==> src/rtl/riscv_pkg.sv <==
// riscv_pkg: types and constants shared by the fetch stage, the program
// counter and their benches.
//   fetch_state_t : instruction fetch FSM states
//   INSTR_W       : instruction width
//   PC_INC        : sequential PC step in bytes
//   RESET_PC      : program_counter value after reset
package riscv_pkg;

    typedef enum logic [2:0] {
        IDLE,
        REQ,
        WAIT,
        HOLD,
        DRAIN,
        ERR
    } fetch_state_t;

    localparam int          INSTR_W  = 32;
    localparam int          PC_INC   = 4;
    localparam logic [31:0] RESET_PC = 32'h0000_0000;

endpackage

==> src/rtl/instr_fetch.sv <==
// instr_fetch: fetch stage of the non-pipelined core. It fetches the word
// at pc_in over a req/gnt/rvalid memory port, holds it for decode under a
// valid/ready handshake, and steers program_counter with pc_next/pc_en
// (sequential +4 or an execute redirect).
//
// Ports
//   clk, rst                  core clock, synchronous active-low reset
//   pc_in                     current PC from program_counter
//   pc_next, pc_en            next PC and one-cycle load strobe
//   imem_req/addr/gnt         memory request channel
//   imem_rvalid/rdata         memory response channel
//   instr_valid/instr/instr_pc/instr_ready   decode handshake
//   redirect_valid/redirect_pc               branch/jump redirect
//   fetch_err                 level, PC is not word aligned
//
// state | meaning
// IDLE  | one cycle after reset release, no activity
// REQ   | request issued at pc_in, waiting for grant
// WAIT  | granted, waiting for the response
// HOLD  | instruction presented to decode
// DRAIN | response of an abandoned request still due, discard it
// ERR   | misaligned PC, parked until redirect
module instr_fetch
    import riscv_pkg::*;
#(
    parameter int Reg_size = 32,
    parameter int INSTR_W  = riscv_pkg::INSTR_W
) (
    input  logic                clk,
    input  logic                rst,
    input  logic [Reg_size-1:0] pc_in,
    output logic [Reg_size-1:0] pc_next,
    output logic                pc_en,
    output logic                imem_req,
    output logic [Reg_size-1:0] imem_addr,
    input  logic                imem_gnt,
    input  logic                imem_rvalid,
    input  logic [INSTR_W-1:0]  imem_rdata,
    output logic                instr_valid,
    output logic [INSTR_W-1:0]  instr,
    output logic [Reg_size-1:0] instr_pc,
    input  logic                instr_ready,
    input  logic                redirect_valid,
    input  logic [Reg_size-1:0] redirect_pc,
    output logic                fetch_err
);

    fetch_state_t state, state_nxt;
    logic         capture;
    logic         pc_aligned;

    assign pc_aligned  = (pc_in[1:0] == 2'b00);
    assign instr_valid = (state == HOLD);
    assign fetch_err   = (state == ERR);

    always_ff @(posedge clk) begin
        if (!rst) begin
            state    <= IDLE;
            instr    <= '0;
            instr_pc <= '0;
        end else begin
            state <= state_nxt;
            if (capture) begin
                instr    <= imem_rdata;
                instr_pc <= pc_in;
            end
        end
    end

    always_comb begin
        state_nxt = state;
        imem_req  = 1'b0;
        imem_addr = '0;
        pc_en     = 1'b0;
        pc_next   = '0;
        capture   = 1'b0;

        case (state)
            IDLE: state_nxt = REQ;

            REQ: begin
                imem_addr = pc_in;
                imem_req  = pc_aligned;
                // A redirect withdraws an ungranted request; a granted one
                // still owes a response that must be drained.
                if (redirect_valid)
                    state_nxt = (pc_aligned && imem_gnt) ? DRAIN : REQ;
                else if (!pc_aligned)
                    state_nxt = ERR;
                else if (imem_gnt)
                    state_nxt = WAIT;
            end

            WAIT: begin
                if (redirect_valid)
                    state_nxt = imem_rvalid ? REQ : DRAIN;
                else if (imem_rvalid) begin
                    capture   = 1'b1;
                    state_nxt = HOLD;
                end
            end

            HOLD: begin
                if (redirect_valid)
                    state_nxt = REQ;
                else if (instr_ready) begin
                    pc_en     = 1'b1;
                    pc_next   = pc_in + Reg_size'(PC_INC);
                    state_nxt = REQ;
                end
            end

            // The owed response ends the drain even if a redirect arrives in
            // the same cycle; the redirect itself only moves the PC.
            DRAIN: begin
                if (imem_rvalid)
                    state_nxt = REQ;
            end

            ERR: begin
                if (redirect_valid)
                    state_nxt = REQ;
            end

            default: state_nxt = IDLE;
        endcase

        if (redirect_valid && (state != IDLE)) begin
            pc_en   = 1'b1;
            pc_next = redirect_pc;
        end
    end

endmodule

==> config.mk <==
export PLATFORM = sky130hd
export DESIGN_NAME = instr_fetch
export DESIGN_NICKNAME = d
export VERILOG_FILES = /design/src/rtl/riscv_pkg.sv /design/src/rtl/instr_fetch.sv
export SDC_FILE = /design/constraint.sdc
export NUM_CORES = 1
export LEC_CHECK = 0
export CAP_MARGIN = 20
export CORE_UTILIZATION = 37
export DETAILED_ROUTE_END_ITERATION = 7
export PLACE_DENSITY = 0.9
export REMOVE_ABC_BUFFERS = 1
export SYNTH_ARGS = -nofsm -noshare
export SYNTH_HDL_FRONTEND = slang
export SYNTH_SLANG_ARGS = --single-unit
==> constraint.sdc <==
create_clock -name clk -period 1.9 [get_ports clk]
set_input_delay 0.285 -clock clk [delete_from_list [all_inputs] [get_ports clk]]
set_output_delay 0.285 -clock clk [all_outputs]
set_load 0.05 [all_outputs]
==> impl_metrics.csv <==
group,metric,value,unit
drt,avgViaCountPerCell,6.408,
clocking,cts_tree,"yes",
sta,fin_skew,10.86,ps
pwr,vdd_drop_max,0.0005751,V
sta,setup_ws,-612.6,ps
drt,ant_nets,0,
pwr,cellPowerDensity,539.0,mW/mm2
finish,drive_gt1_share,39.66,%
logic_synthesis,synth_top_area_share,36.86,%
logic_synthesis,syn_area,0.003638,mm2
critical_path,cp-startpoint,"pc_in[2]",
grt,grt_max_degree,43,
grt,antenna_found_initial,7,
sta,hold_viol,0,
logic_synthesis,postSynthCellCount,494,
grt,grt_use_total,42.74,%
critical_path,reg2reg_slack,-130,ps
logic_synthesis,avgSynthCellArea,7.365,um2
finish,nFillCells,309,
critical_path,cp.required,1620,ps
sta,min_period,2513,ps
min_path,hp-class,"input pin to flop",
clocking,cts_buffer_depth,2,
sta,maxSlewViolCount,0,
logic_synthesis,synth_area_leaders,"dfxtp_1, nand2_1, a21boi_0",
drt,avgRoutedWirePerCell,29.14,um
grt,grtUsageMet1,42.02,%
critical_path,r2r_start,"state[0]",
floorplan,start_util,38.83,%
floorplan,core_area,0.009371,mm2
floorplan,dieArea,0.01023,mm2
grt,top_usage_layer,"met2",
drt,dr.pass1.iters,6,
critical_path,crit_end,"pc_next[18]",
floorplan,io_pins,234,
grt,gr-usage-met2,69.13,%
critical_path,cp_max_fo,5,
clocking,worstSkewPairLatency,350,ps
place,dp_slack,-691.2,ps
run_status,status,"finished, violations left",
floorplan,rows,35,
run,drv_cap,0,
clocking,root_buffer,"clkbuf_8",
grt,grt.overflow.total,0,
place,port_buffers,233,
sta,period_share,132.2,%
place,gp_congestion,0.8804,
drt,drt-total-wl,27740,um
run_status,violations,"negative setup slack",
logic_synthesis,yosys_warnings,0,
logic_synthesis,synth_area_leader_cell,"dfxtp_1",
pwr,p_leak,3.337,nW
grt,grt_pass1_vias,5519,
grt,use_met3,20.98,%
logic_synthesis,ys_ff_latch,67,
sta,setup_viol,68,
critical_path,critPathLaunchType,"input pin",
clocking,cts.htree.levels,3,
critical_path,end_kind,"output pin",
drt,vias,6100,
clocking,cts_made_buffers,9,
clocking,clk_pin_slew_worst_paths,100,ps
logic_synthesis,yosysSeqAreaShare,36.86,%
critical_path,crit_arrival,2230,ps
clocking,cts.sinks,67,
sta,rsz0062_at_grt,"true",
drt,drt-initial-drc-count,861,
floorplan,die_w,101.2,um
finish,finalNonFillerCells,952,
sta,slew_headroom,61.79,%
critical_path,r2r_cells,6,
critical_path,path_class,"input pin to output pin",
finish,finalNetCount,915,
floorplan,die-height,101.2,um
logic_synthesis,yosys.cell_types.count,33,
critical_path,r2r_end,"instr_pc[18]",
finish,final_util,91.94,%
sta,timing.fmax,0.3980,GHz
drt,drc,0,
sta,tightest_slew,571.4,ps
grt,grt_first_pass_wirelength,31980,um
clocking,hold_buffers,0,
finish,area_growth,136.8,%
place,placed_cells,886,
place,hpwl,12010,um
metal layers:
| layer | up-vias | share of wire (%) |
|---|---|---|
| met1 | 2809 | 32 |
| met3 | 274 | 15 |
| li1 | 2311 | - |
| met5 | - | 0.46 |
| met4 | 4 | 11 |
| met2 | 702 | 41 |
sequential cells by signal, summed over array words and instances (netlist names):
signal,cells
instr,32
instr_pc,32
state,3
cell usage in the layout (no fill, tap or decap), drive strengths merged, types with 3 or more instances in the layout:
cell / instances
nor2: 8
o21ai: 31
xnor2: 5
nand3: 15
nand2: 169
a21boi: 64
diode: 6
nand4: 12
inv: 4
buf: 185
nor3: 3
clkbuf: 17
dlygate4sd2: 12
and3: 40
xor2: 23
a22o: 3
clkdlybuf4s50: 134
clkinv: 3
dfxtp: 67
synth_stat cells:
cell type / n
a211oi_1: 2
a21boi_0: 58
a21boi_1: 6
a21oi_1: 2
a22o_1: 3
a31oi_1: 1
and2_1: 2
and3_1: 39
and4_1: 2
buf_2: 7
buf_4: 1
clkbuf_1: 27
dfxtp_1: 67
ha_1: 1
inv_1: 2
nand2_1: 169
nand2b_1: 1
nand3_1: 13
nand3_2: 2
nand4_1: 12
nor2_1: 8
nor2b_1: 2
nor3_1: 2
nor3_4: 1
nor3b_1: 1
nor4_4: 1
o21a_1: 1
o21ai_0: 16
o21ai_1: 15
o31a_1: 1
or2_2: 1
xnor2_1: 5
xor2_1: 23
worst max-delay path: stages:
cell and delay (ps):
buf_8 90, ha_4 140, nand4_1 180, nor3_4 300, buf_6 210, nand4_1 340, xor2_1 410, o21ai_2 110
buf_12 160
final cells by class:
class	count	area (um2)	area share (%)
clock inverters	6	73.82	0.8568
well taps	129	161.4	1.873
multi-input cells	391	2798	32.47
flip-flops and latches	67	1350	15.67
repair buffers	341	4078	47.33
diodes	6	15.01	0.1743
clock buffers	10	127.6	1.481
inverters	2	12.51	0.1452
report_power, final:
| group | switching (mW) | internal [mW] |
|---|---|---|
| Clock | 0.658 | 0.624 |
| Sequential | 0.00808 | 1.41 |
| Combinational | 1.02 | 0.927 |
| Total | 1.68 | 2.96 |
stage by stage:
step	total power [mW]	hold slack, ps	cell area (um2)	TNS (ps)
after global routing	4.739	209.3	8611	-14830
after detailed placement	2.916	446.3	7248	-15010
final	4.644	219.2	8616	-13030
after CTS	4.284	226.7	7974	-2328
after floorplan	2.008	398.8	3495	-43260
after global placement	2.880	440.6	7248	-12350
repair_timing:
item / 4_1_cts / 5_1_grt
gates resized for setup: 183 / 106
setup buffers: 13 / 33
cloned: 6 / 3
pin swaps: 30 / 52
setup endpoints to repair: 56 / 70
endpoints found under the hold margin: 0 / 0
cell families after synthesis:
| kind of cell | Yosys count | share of synthesized area [%] |
|---|---|---|
| flip-flops | 67 | 36.86 |
| buffers and inverters | 37 | 4.161 |
| XOR/XNOR | 28 | 6.740 |
| adder cells (fa/ha/maj) | 1 | 0.3438 |
| AND/OR/NAND/NOR | 256 | 32.39 |
| AO/OA/AOI/OAI | 105 | 19.50 |
worst min path at each step:
stage	from	to	slack, ps	cells after the start
after detailed placement	instr_pc[8]	instr_pc[8]	450	2
after global routing	pc_in[4]	instr_pc[4]	210	3
final	pc_in[4]	instr_pc[4]	220	3
after global placement	instr_pc[20]	instr_pc[20]	440	2
after floorplan	rst	state[1]	400	2
after CTS	pc_in[4]	instr_pc[4]	230	3
Note: power is estimated with default switching activity, not from simulation.
